<file path="config.mk">
export PLATFORM = sky130hd
export DESIGN_NAME = frame_score_classifier
export DESIGN_NICKNAME = d
export VERILOG_FILES = /design/src/rtl/frame_score_classifier.sv
export SDC_FILE = /design/constraint.sdc
export NUM_CORES = 2
export LEC_CHECK = 0
export ABC_AREA = 1
export ABC_CLOCK_PERIOD_IN_PS = 31900
export CORE_ASPECT_RATIO = 1.2
export CORE_MARGIN = 1.5
export CORE_UTILIZATION = 29
export CTS_BUF_LIST = sky130_fd_sc_hd__clkbuf_16
export DETAILED_ROUTE_END_ITERATION = 8
export PLACE_DENSITY_LB_ADDON = 0.08
export SLEW_MARGIN = 20
export SYNTH_ARGS = -nofsm -noshare
export SYNTH_HDL_FRONTEND = slang
export SYNTH_SLANG_ARGS = --single-unit
</file>
<file path="constraint.sdc">
create_clock -name clk -period 31.9 [get_ports clk]
set_input_delay 9.57 -clock clk [delete_from_list [all_inputs] [get_ports clk]]
set_output_delay 9.57 -clock clk [all_outputs]
set_load 0.05 [all_outputs]
</file>
<file path="src/rtl/frame_score_classifier.sv">
// Frame classifier: streams NUM_CELLS feature cells through per-class saturating MACs, then argmax with energy/margin gating.
// Define FSC_VOTE_EN to require VOTE_FRAMES consecutive agreeing passing frames before a result is reported.
module frame_score_classifier #(
    parameter int NUM_CELLS    = 256,
    parameter int NUM_CLASSES  = 4,
    parameter int VALUE_BITS   = 8,
    parameter int WEIGHT_BITS  = 8,
    parameter int SCORE_BITS   = 24,
    parameter int ENERGY_BITS  = 24,
    parameter int READ_LATENCY = 2,
    parameter int MIN_ENERGY   = 100,
    parameter int MIN_MARGIN   = 16,
    parameter int VOTE_FRAMES  = 3,
    localparam int AW = $clog2(NUM_CELLS),
    localparam int CW = (NUM_CLASSES > 1) ? $clog2(NUM_CLASSES) : 1
) (
    input  logic                               clk,
    input  logic                               rst,
    input  logic                               frame_tick_i,
    output logic                               busy_o,
    output logic [AW-1:0]                      feat_addr_o,
    output logic                               feat_rd_en_o,
    input  logic [VALUE_BITS-1:0]              feat_data_i,
    output logic [AW-1:0]                      w_addr_o,
    input  logic [NUM_CLASSES*WEIGHT_BITS-1:0] w_data_flat_i,
    output logic                               result_valid_o,
    output logic [CW-1:0]                      result_class_o,
    output logic [SCORE_BITS-1:0]              result_margin_o,
    output logic [ENERGY_BITS-1:0]             result_energy_o,
    output logic [NUM_CLASSES*SCORE_BITS-1:0]  scores_flat_o,
    output logic                               frame_dropped_o
);

    localparam int PW = WEIGHT_BITS + VALUE_BITS + 1;
    localparam int SW = ((SCORE_BITS > PW) ? SCORE_BITS : PW) + 1;
    localparam logic signed [SW-1:0] SAT_MAX = {{(SW-SCORE_BITS+1){1'b0}}, {(SCORE_BITS-1){1'b1}}};
    localparam logic signed [SW-1:0] SAT_MIN = {{(SW-SCORE_BITS+1){1'b1}}, {(SCORE_BITS-1){1'b0}}};
    localparam logic signed [SCORE_BITS-1:0] SCORE_MIN = {1'b1, {(SCORE_BITS-1){1'b0}}};
    localparam logic [AW-1:0] LAST_CELL  = AW'(NUM_CELLS - 1);
    localparam logic [AW-1:0] LAST_DRAIN = AW'(READ_LATENCY - 1);
    localparam logic [AW-1:0] LAST_CLASS = AW'(NUM_CLASSES - 1);

    typedef enum logic [2:0] {IDLE, SCAN, DRAIN, ARGMAX, DECIDE} state_t;

    state_t                        state_q, state_d;
    logic [AW-1:0]                 cnt_q, cnt_d;
    logic [READ_LATENCY-1:0]       vld_q;
    logic signed [SCORE_BITS-1:0]  acc_q    [NUM_CLASSES];
    logic signed [SCORE_BITS-1:0]  acc_d    [NUM_CLASSES];
    logic signed [SCORE_BITS-1:0]  scores_q [NUM_CLASSES];
    logic [ENERGY_BITS-1:0]        energy_q, energy_d;
    logic [ENERGY_BITS:0]          energy_sum;
    logic signed [PW-1:0]          prod;
    logic signed [SCORE_BITS-1:0]  best_q, runner_q, cur_score;
    logic [CW-1:0]                 best_idx_q, cur_idx;
    logic [SCORE_BITS-1:0]         margin;
    logic                          pass, emit;
    logic                          result_valid_q, frame_dropped_q;
    logic [CW-1:0]                 class_q;
    logic [SCORE_BITS-1:0]         margin_q;
    logic [ENERGY_BITS-1:0]        energy_out_q;

    function automatic logic signed [SCORE_BITS-1:0] sat_add(input logic signed [SCORE_BITS-1:0] a,
                                                              input logic signed [PW-1:0] p);
        logic signed [SW-1:0] s;
        s = SW'(a) + SW'(p);
        if (s > SAT_MAX)
            return SAT_MAX[SCORE_BITS-1:0];
        else if (s < SAT_MIN)
            return SAT_MIN[SCORE_BITS-1:0];
        return s[SCORE_BITS-1:0];
    endfunction

    // One shared counter walks cells, drain beats and classes; it restarts on every state change.
    always_comb begin
        state_d = state_q;
        case (state_q)
            IDLE:    if (frame_tick_i) state_d = SCAN;
            SCAN:    if (cnt_q == LAST_CELL) state_d = DRAIN;
            DRAIN:   if (cnt_q == LAST_DRAIN) state_d = ARGMAX;
            ARGMAX:  if (cnt_q == LAST_CLASS) state_d = DECIDE;
            DECIDE:  state_d = IDLE;
            default: state_d = IDLE;
        endcase
        cnt_d = (state_q == IDLE || state_d != state_q) ? '0 : cnt_q + 1'b1;
    end

    always_comb begin
        prod = '0;
        for (int k = 0; k < NUM_CLASSES; k++) begin
            prod     = PW'($signed(w_data_flat_i[k*WEIGHT_BITS +: WEIGHT_BITS])) * PW'($signed({1'b0, feat_data_i}));
            acc_d[k] = sat_add(acc_q[k], prod);
        end
        energy_sum = {1'b0, energy_q} + (ENERGY_BITS+1)'(feat_data_i);
        energy_d   = energy_sum[ENERGY_BITS] ? '1 : energy_sum[ENERGY_BITS-1:0];
    end

    assign cur_idx   = cnt_q[CW-1:0];
    assign cur_score = acc_q[cur_idx];
    assign margin    = SCORE_BITS'(best_q - runner_q);
    assign pass      = (energy_q >= ENERGY_BITS'(MIN_ENERGY)) && (margin >= SCORE_BITS'(MIN_MARGIN));

`ifdef FSC_VOTE_EN
    logic [3:0]    run_q, run_d;
    logic [CW-1:0] run_class_q;
    logic          restart;

    // A run only pulses on the frame that lands exactly on VOTE_FRAMES, so long streaks report once.
    always_comb begin
        restart = (run_q == 4'd0) || (run_class_q != best_idx_q);
        if (!pass)
            run_d = 4'd0;
        else if (restart)
            run_d = 4'd1;
        else if (run_q != 4'hF)
            run_d = run_q + 4'd1;
        else
            run_d = run_q;
        emit = pass && (run_d == 4'(VOTE_FRAMES)) && (restart || run_q != 4'(VOTE_FRAMES));
    end

    always_ff @(posedge clk or posedge rst) begin
        if (rst) begin
            run_q       <= '0;
            run_class_q <= '0;
        end else if (state_q == DECIDE) begin
            run_q       <= run_d;
            run_class_q <= best_idx_q;
        end
    end
`else
    assign emit = pass;
`endif

    always_ff @(posedge clk or posedge rst) begin
        if (rst) begin
            state_q         <= IDLE;
            cnt_q           <= '0;
            vld_q           <= '0;
            energy_q        <= '0;
            best_q          <= '0;
            runner_q        <= '0;
            best_idx_q      <= '0;
            result_valid_q  <= 1'b0;
            frame_dropped_q <= 1'b0;
            class_q         <= '0;
            margin_q        <= '0;
            energy_out_q    <= '0;
            for (int k = 0; k < NUM_CLASSES; k++) begin
                acc_q[k]    <= '0;
                scores_q[k] <= '0;
            end
        end else begin
            state_q         <= state_d;
            cnt_q           <= cnt_d;
            vld_q           <= READ_LATENCY'({vld_q, feat_rd_en_o});
            frame_dropped_q <= frame_tick_i && (state_q != IDLE);
            result_valid_q  <= (state_q == DECIDE) && emit;

            // Published scores follow the accumulators beat by beat, so they keep last frame's values until new data lands.
            if (state_q == IDLE && frame_tick_i) begin
                energy_q <= '0;
                for (int k = 0; k < NUM_CLASSES; k++) acc_q[k] <= '0;
            end else if (vld_q[READ_LATENCY-1]) begin
                energy_q <= energy_d;
                for (int k = 0; k < NUM_CLASSES; k++) begin
                    acc_q[k]    <= acc_d[k];
                    scores_q[k] <= acc_d[k];
                end
            end

            if (state_q == ARGMAX) begin
                if (cnt_q == '0) begin
                    best_q     <= cur_score;
                    best_idx_q <= '0;
                    runner_q   <= SCORE_MIN;
                end else if (cur_score > best_q) begin
                    runner_q   <= best_q;
                    best_q     <= cur_score;
                    best_idx_q <= cur_idx;
                end else if (cur_score > runner_q) begin
                    runner_q   <= cur_score;
                end
            end

            if (state_q == DECIDE && emit) begin
                class_q      <= best_idx_q;
                margin_q     <= margin;
                energy_out_q <= energy_q;
            end
        end
    end

    always_comb begin
        scores_flat_o = '0;
        for (int k = 0; k < NUM_CLASSES; k++) scores_flat_o[k*SCORE_BITS +: SCORE_BITS] = scores_q[k];
    end

    assign busy_o          = (state_q != IDLE);
    assign feat_rd_en_o    = (state_q == SCAN);
    assign feat_addr_o     = feat_rd_en_o ? cnt_q : '0;
    assign w_addr_o        = feat_addr_o;
    assign result_valid_o  = result_valid_q;
    assign result_class_o  = class_q;
    assign result_margin_o = margin_q;
    assign result_energy_o = energy_out_q;
    assign frame_dropped_o = frame_dropped_q;

endmodule

</file>
After elaboration in Yosys (flattened, before gate mapping)
Index checks and enable logic that the tools add are counted.
{ "word_totals": {"regBits": 331, "word_cells": 110, "out_inout_bits": 166} }
{ "op_classes": {"n_bitwise": 2, "addsub": 7, "mux": 42, "magnitude_cmp": 13, "multipliers": 4, "eq_ne": 8, "reduce_logical": 14} }
{ "op_table": {"columns": ["op", "count"], "rows": [
  ["$mux 24", 22],
  ["$mux 96", 2],
  ["$add 24x17->25", 4],
  ["$gt 25x24->1 const B", 4],
  ["$lt 25x24->1 const B", 4],
  ["$mul 8x9->17", 4],
  ["$bmux 24 s2", 1],
  ["$gt 24x24->1", 2],
  ["$add 24x8->25", 1],
  ["$ge 24x5->1 const B", 1],
  ["$ge 24x7->1 const B", 1],
  ["$sub 24x24->24", 1],
  ["$mux 8", 2],
  ["$mux 3", 4],
  ["$pmux 3 s4", 1],
  ["$add 8x1->8 const B", 1],
  ["$eq 8x1->1 const B", 1],
  ["$eq 8x2->1 const B", 1],
  ["$eq 8x8->1 const B", 1],
  ["$logic_not 8->1", 1],
  ["$mux 1", 8],
  ["$eq 3x2->1 const B", 2],
  ["$reduce_and 2->1", 3],
  ["$reduce_bool 3->1", 2],
  ["11 further kinds", 16]
]} }

Logic depth before layout (Yosys ltp)
{ "depth": {"word_depth": 8, "depth_mapped": 25, "mapped_depth_nobuf": 23} }

Worst setup path before layout
No wires, ideal clock.
{ "synth_timing": {"path_kind": "input to register", "start": "input port feat_data_i[1]", "end": "register acc_q[48] in the netlist's numbering", "setup_ns": 0.124, "path_stages": 21, "setup_slack_ns": 17.358, "n_path_buf": 3, "arrival_ns": 14.419, "cell_sequence": "clkbuf_1 clkbuf_1 nand2_1 fa_1 fa_1 inv_1 fa_1 fa_1 fa_1 ha_1 nand2_1 o21ai_0 nand3_1 nand3_1 xor2_2 nand2_1 nand2_1 inv_2 buf_2 o21ai_1 nand2_1"} }
{ "synth_between": {"elab_chain_len": 8, "word_cells_on_any_way": 10, "cone_classes": "add/sub: 1; mul: 1; order compare: 2; mux: 6"} }
{ "synth_lines": {"columns": ["element", "line_no", "source"], "rows": [
  ["start, declared", "23", "input logic [VALUE_BITS-1:0] feat_data_i,"],
  ["$mul 8x9->17 (*)", "91", "prod = PW'($signed(w_data_flat_i[k*WEIGHT_BITS +: WEIGHT_BITS])) * PW'($signed({1'b0, feat_data_i}));"],
  ["$add 24x17->25 (*)", "66", "s = SW'(a) + SW'(p);"],
  ["$lt 25x24->1", "69", "else if (s < SAT_MIN)"],
  ["$mux 1", "69", null],
  ["$mux 1", "67", "if (s > SAT_MAX)"],
  ["$mux 24 (*)", "71", "return s[SCORE_BITS-1:0];"],
  ["$mux 96 (*)", "164", "end else if (vld_q[READ_LATENCY-1]) begin"],
  ["$mux 96 (*)", "161", "if (state_q == IDLE && frame_tick_i) begin"],
  ["end signal, assigned by index", "167", "acc_q[k] <= acc_d[k];"],
  ["end, declared", "48", "logic signed [SCORE_BITS-1:0] acc_q [NUM_CLASSES];"]
]} }
Every way passes the cells marked *; elsewhere a longest branch is shown, timed or not. The select of a mux whose other input is x is not followed.
A chain may end at the register's enable or synchronous reset.

Worst setup path in the final report
{ "layout_timing": {"start": "input port w_data_flat_i[23]", "end": "register acc_q[35] in the netlist's numbering"} }
{ "layout_between": {"elab_chain_len": 8, "word_cells_on_any_way": 10, "cone_classes": "add/sub: 1; mul: 1; order compare: 2; mux: 6"} }
{ "layout_lines": {"columns": ["element", "line_no", "source"], "rows": [
  ["start, declared", "25", "input logic [NUM_CLASSES*WEIGHT_BITS-1:0] w_data_flat_i,"],
  ["$mul 8x9->17 (*)", "91", null],
  ["$add 24x17->25 (*)", "66", null],
  ["$lt 25x24->1", "69", null],
  ["$mux 1", "69", null],
  ["$mux 1", "67", null],
  ["$mux 24 (*)", "71", null],
  ["$mux 96 (*)", "164", null],
  ["$mux 96 (*)", "161", null]
]} }
Marked as above.

==> qor.csv <==
stage,metric,value,unit
critical_path,crit_type,in2reg,
critical_path,crit_path_cell_trace,clkdlybuf4s50_1 -> inv_1 -> fa_1 -> inv_1 -> fa_1 -> fa_1 -> fa_1 -> fa_1 -> ha_1 -> nand2_1 -> o21ai_0 -> nand4_1 -> nand3_1 -> xor2_1 -> nor2_1 -> nand2_1 -> o21ai_0 -> inv_1 -> o21ai_0,
place,dp_hpwl,87100,um
critical_path,crit_required,32380,ps
floorplan,ios,209,
cts,cts_made_buffers,46,
finish,final_cell_mix,"1189 x nand2_1, 746 x inv_1, 394 x ha_1",
timing,fin_setup_tns,0,ps
logic_synthesis,yosys.area.top_type_share,0.261,
logic_synthesis,yosys_warnings,0,
timing,period_minus_slack,15720,ps
logic_synthesis,ys.flop_type,dfrtp_1,
critical_path,cp_num_buf_inv,4,
logic_synthesis,synth_nets,4806,
timing,hold_slack,348,ps
logic_synthesis,avgSynthCellArea,7.64,um^2
drt,routed_wl,111000,um
logic_synthesis,ys_seq_elements,331,
global_route,gr-usage-all-layers,0.203,
floorplan,die_area,112000,um^2
finish,mostFrequentLayoutCell,nand2_1,
global_route,grt_pass1_wl,173000,um
critical_path,critPathTopFamily,adder cells,
floorplan,die_y,366,um
finish,drive_gt1_frac,0.0396,
critical_path,endpoint_kind,register,
logic_synthesis,yosys.area_share.simple,0.232,
logic_synthesis,synthAdderAreaFrac,0.288,
critical_path,startpoint_type,input port,
global_route,grt_overflow,0,
logic_synthesis,synthCells,4158,
timing,slew_violations,0,
drt,drc,0,
hold_path,hp-class,reg2reg,
finish,syn2layout_area_growth,15.0,%
cts,hold_buffers,0,
drt,wl_per_cell,19.5,um
logic_synthesis,netlist_area,31800,um^2
timing,setup-violations-final,0,
logic_synthesis,synth_area_leaders,"dfrtp_1 26%, ha_1 16%, nand2_1 14%",
cts,cts_buffer_depth,3,
finish,final_nets,4932,
drt,dr_total_vias,26800,
floorplan,die_w,305,um
cts,cts_resized,0,
timing,rsz0062_at_grt,false,
cts,cts.htree.levels,2,
cts,cts_root_buffer,clkbuf_16,
cts,clk_pin_slew,60,ps
timing,skew,40.1,ps
logic_synthesis,synth_largest_area_cell,dfrtp_1,
logic_synthesis,synth_xor_area_frac,0.0284,
place,io_buffer_count,208,
drt,postRouteAntennaNets,0,
timing,post-route-period-util,0.493,
timing,worst_pin_slew,1000,ps
critical_path,slowest_stage,clkdlybuf4s50_1,
drt,firstDrtPassIters,5,
flow_run,drv_cap,0,
logic_synthesis,synth_top_family_by_area,adder cells,
place,place_congestion,0.876,
timing,timing.fmax,63.6,MHz
critical_path,crit_path_max_incr_delay,960,ps
critical_path,worstPathArrival,16200,ps
logic_synthesis,synth_compound_area_frac,0.0773,
finish,fillerInstances,11700,
critical_path,critical_path_depth,19,
global_route,grt_max_degree,78,
hold_path,min_path_cells,0,
logic_synthesis,yosysSeqAreaShare,0.261,
logic_synthesis,synthMuxAreaShare,0,
timing,hold_viol,0,
global_route,grt_pass1_vias,28000,
status,run_status,completed,
global_route,antenna_found_initial,8,
logic_synthesis,ys_types,58,
drt,viasPerCell,4.69,
cts,cts_tree,built,
critical_path,path_common_cell,fa_1,
cts,cts.sinks,331,
critical_path,rr_worst_depth,20,
floorplan,start_util,0.293,
floorplan,core_area,108000,um^2
logic_synthesis,async_flop_share,1.00,
logic_synthesis,synth-edff-count,0,
timing,maxSlewHeadroom,0.329,
drt,drt_iter0_markers,1285,
cts,worstSkewPairLatency,650,ps
floorplan,rows,132,
cts,cts_setup_buffers,0,
critical_path,cp_max_fo,27,
[flip-flops by register name, indices dropped and copies added (netlist names)]
signal,flops
vld_q,2
result_margin_o,24
frame_dropped_o,1
scores_flat_o,96
runner_q,24
acc_q,96
result_energy_o,24
best_idx_q,2
state_q,3
result_class_o,2
best_q,24
cnt_q,8
energy_q,24
result_valid_o,1
[per-stage QoR]
step	cells	utilization	instance area (um^2)	setup WS, ps
final	5724	0.337	36500	16180
after global routing	5723	0.337	36500	15570
after CTS	5723	0.337	36500	16130
after detailed placement	5643	0.324	35100	15470
after global placement	5643	0.324	35000	15560
after floorplan	4158	-	31800	13160
[per-layer routing]
metal  global-route usage  vias to the layer above  wire length [um]
met1                0.256                    13000             48900
met5                    0                        -                82
li1                     -                    13300                 -
met2                0.364                      397             56100
met4               0.0542                       12              2920
met3               0.0237                      133              3390
[logic make-up (layout without fill, tap and decap cells)]
family | after synthesis | in the layout
AO/OA/AOI/OAI | 444 | 444
flip-flops | 331 | 331
AND/OR/NAND/NOR | 1765 | 1765
buffers and inverters | 911 | 1069
XOR/XNOR | 102 | 102
adder cells (fa/ha/maj) | 605 | 605
other | 0 | 1
[synthesized netlist by cell type (8+ instances only)]
library cell  count
clkbuf_1         82
nand3_1         178
nand3_2          11
ha_1            394
xnor2_1          36
nor2_2           10
inv_2             9
o21bai_1          8
a21o_1            8
buf_4            15
o211ai_1         19
a21oi_1         159
nor4_1            8
buf_2            21
a32oi_1          22
or2_2            18
o21ai_1          23
xor2_1           65
nor2_1          211
nor3_1           23
inv_1           743
clkbuf_2         24
dfrtp_1         331
fa_1            211
o21ai_0         179
nand2_1        1191
nand4_1          88
[final timing paths]
check,slack (ps),to,startpoint
worst max-delay path,16180,acc_q[35]$_DFFE_PP0P_,w_data_flat_i[23]
worst min-delay path,350,vld_q[1]$_DFF_PP0_,vld_q[0]$_DFF_PP0_
worst max register to register,25930,acc_q[35]$_DFFE_PP0P_,acc_q[30]$_DFFE_PP0P_
worst min register to register,350,vld_q[1]$_DFF_PP0_,vld_q[0]$_DFF_PP0_
max in group asynchronous,20560,scores_flat_o[80]$_DFFE_PP0P_,rst
min in group asynchronous,9410,scores_flat_o[5]$_DFFE_PP0P_,rst
[final cells by class]
cell class                      instances  area, um^2  area share
Clock buffer                           46        1150      0.0315
Timing Repair Buffer                  234        2250      0.0615
Clock inverter                         34         328     0.00897
Tap cell                             1407        1760      0.0482
Inverter                              755        2840      0.0778
Multi-Input combinational cell       2916       19900       0.545
Antenna cell                            1        2.50   0.0000685
Sequential cell                       331        8280       0.227
Power is not shown: default switching activity piles up to over one toggle a cycle in this logic, so the estimate is an artifact.
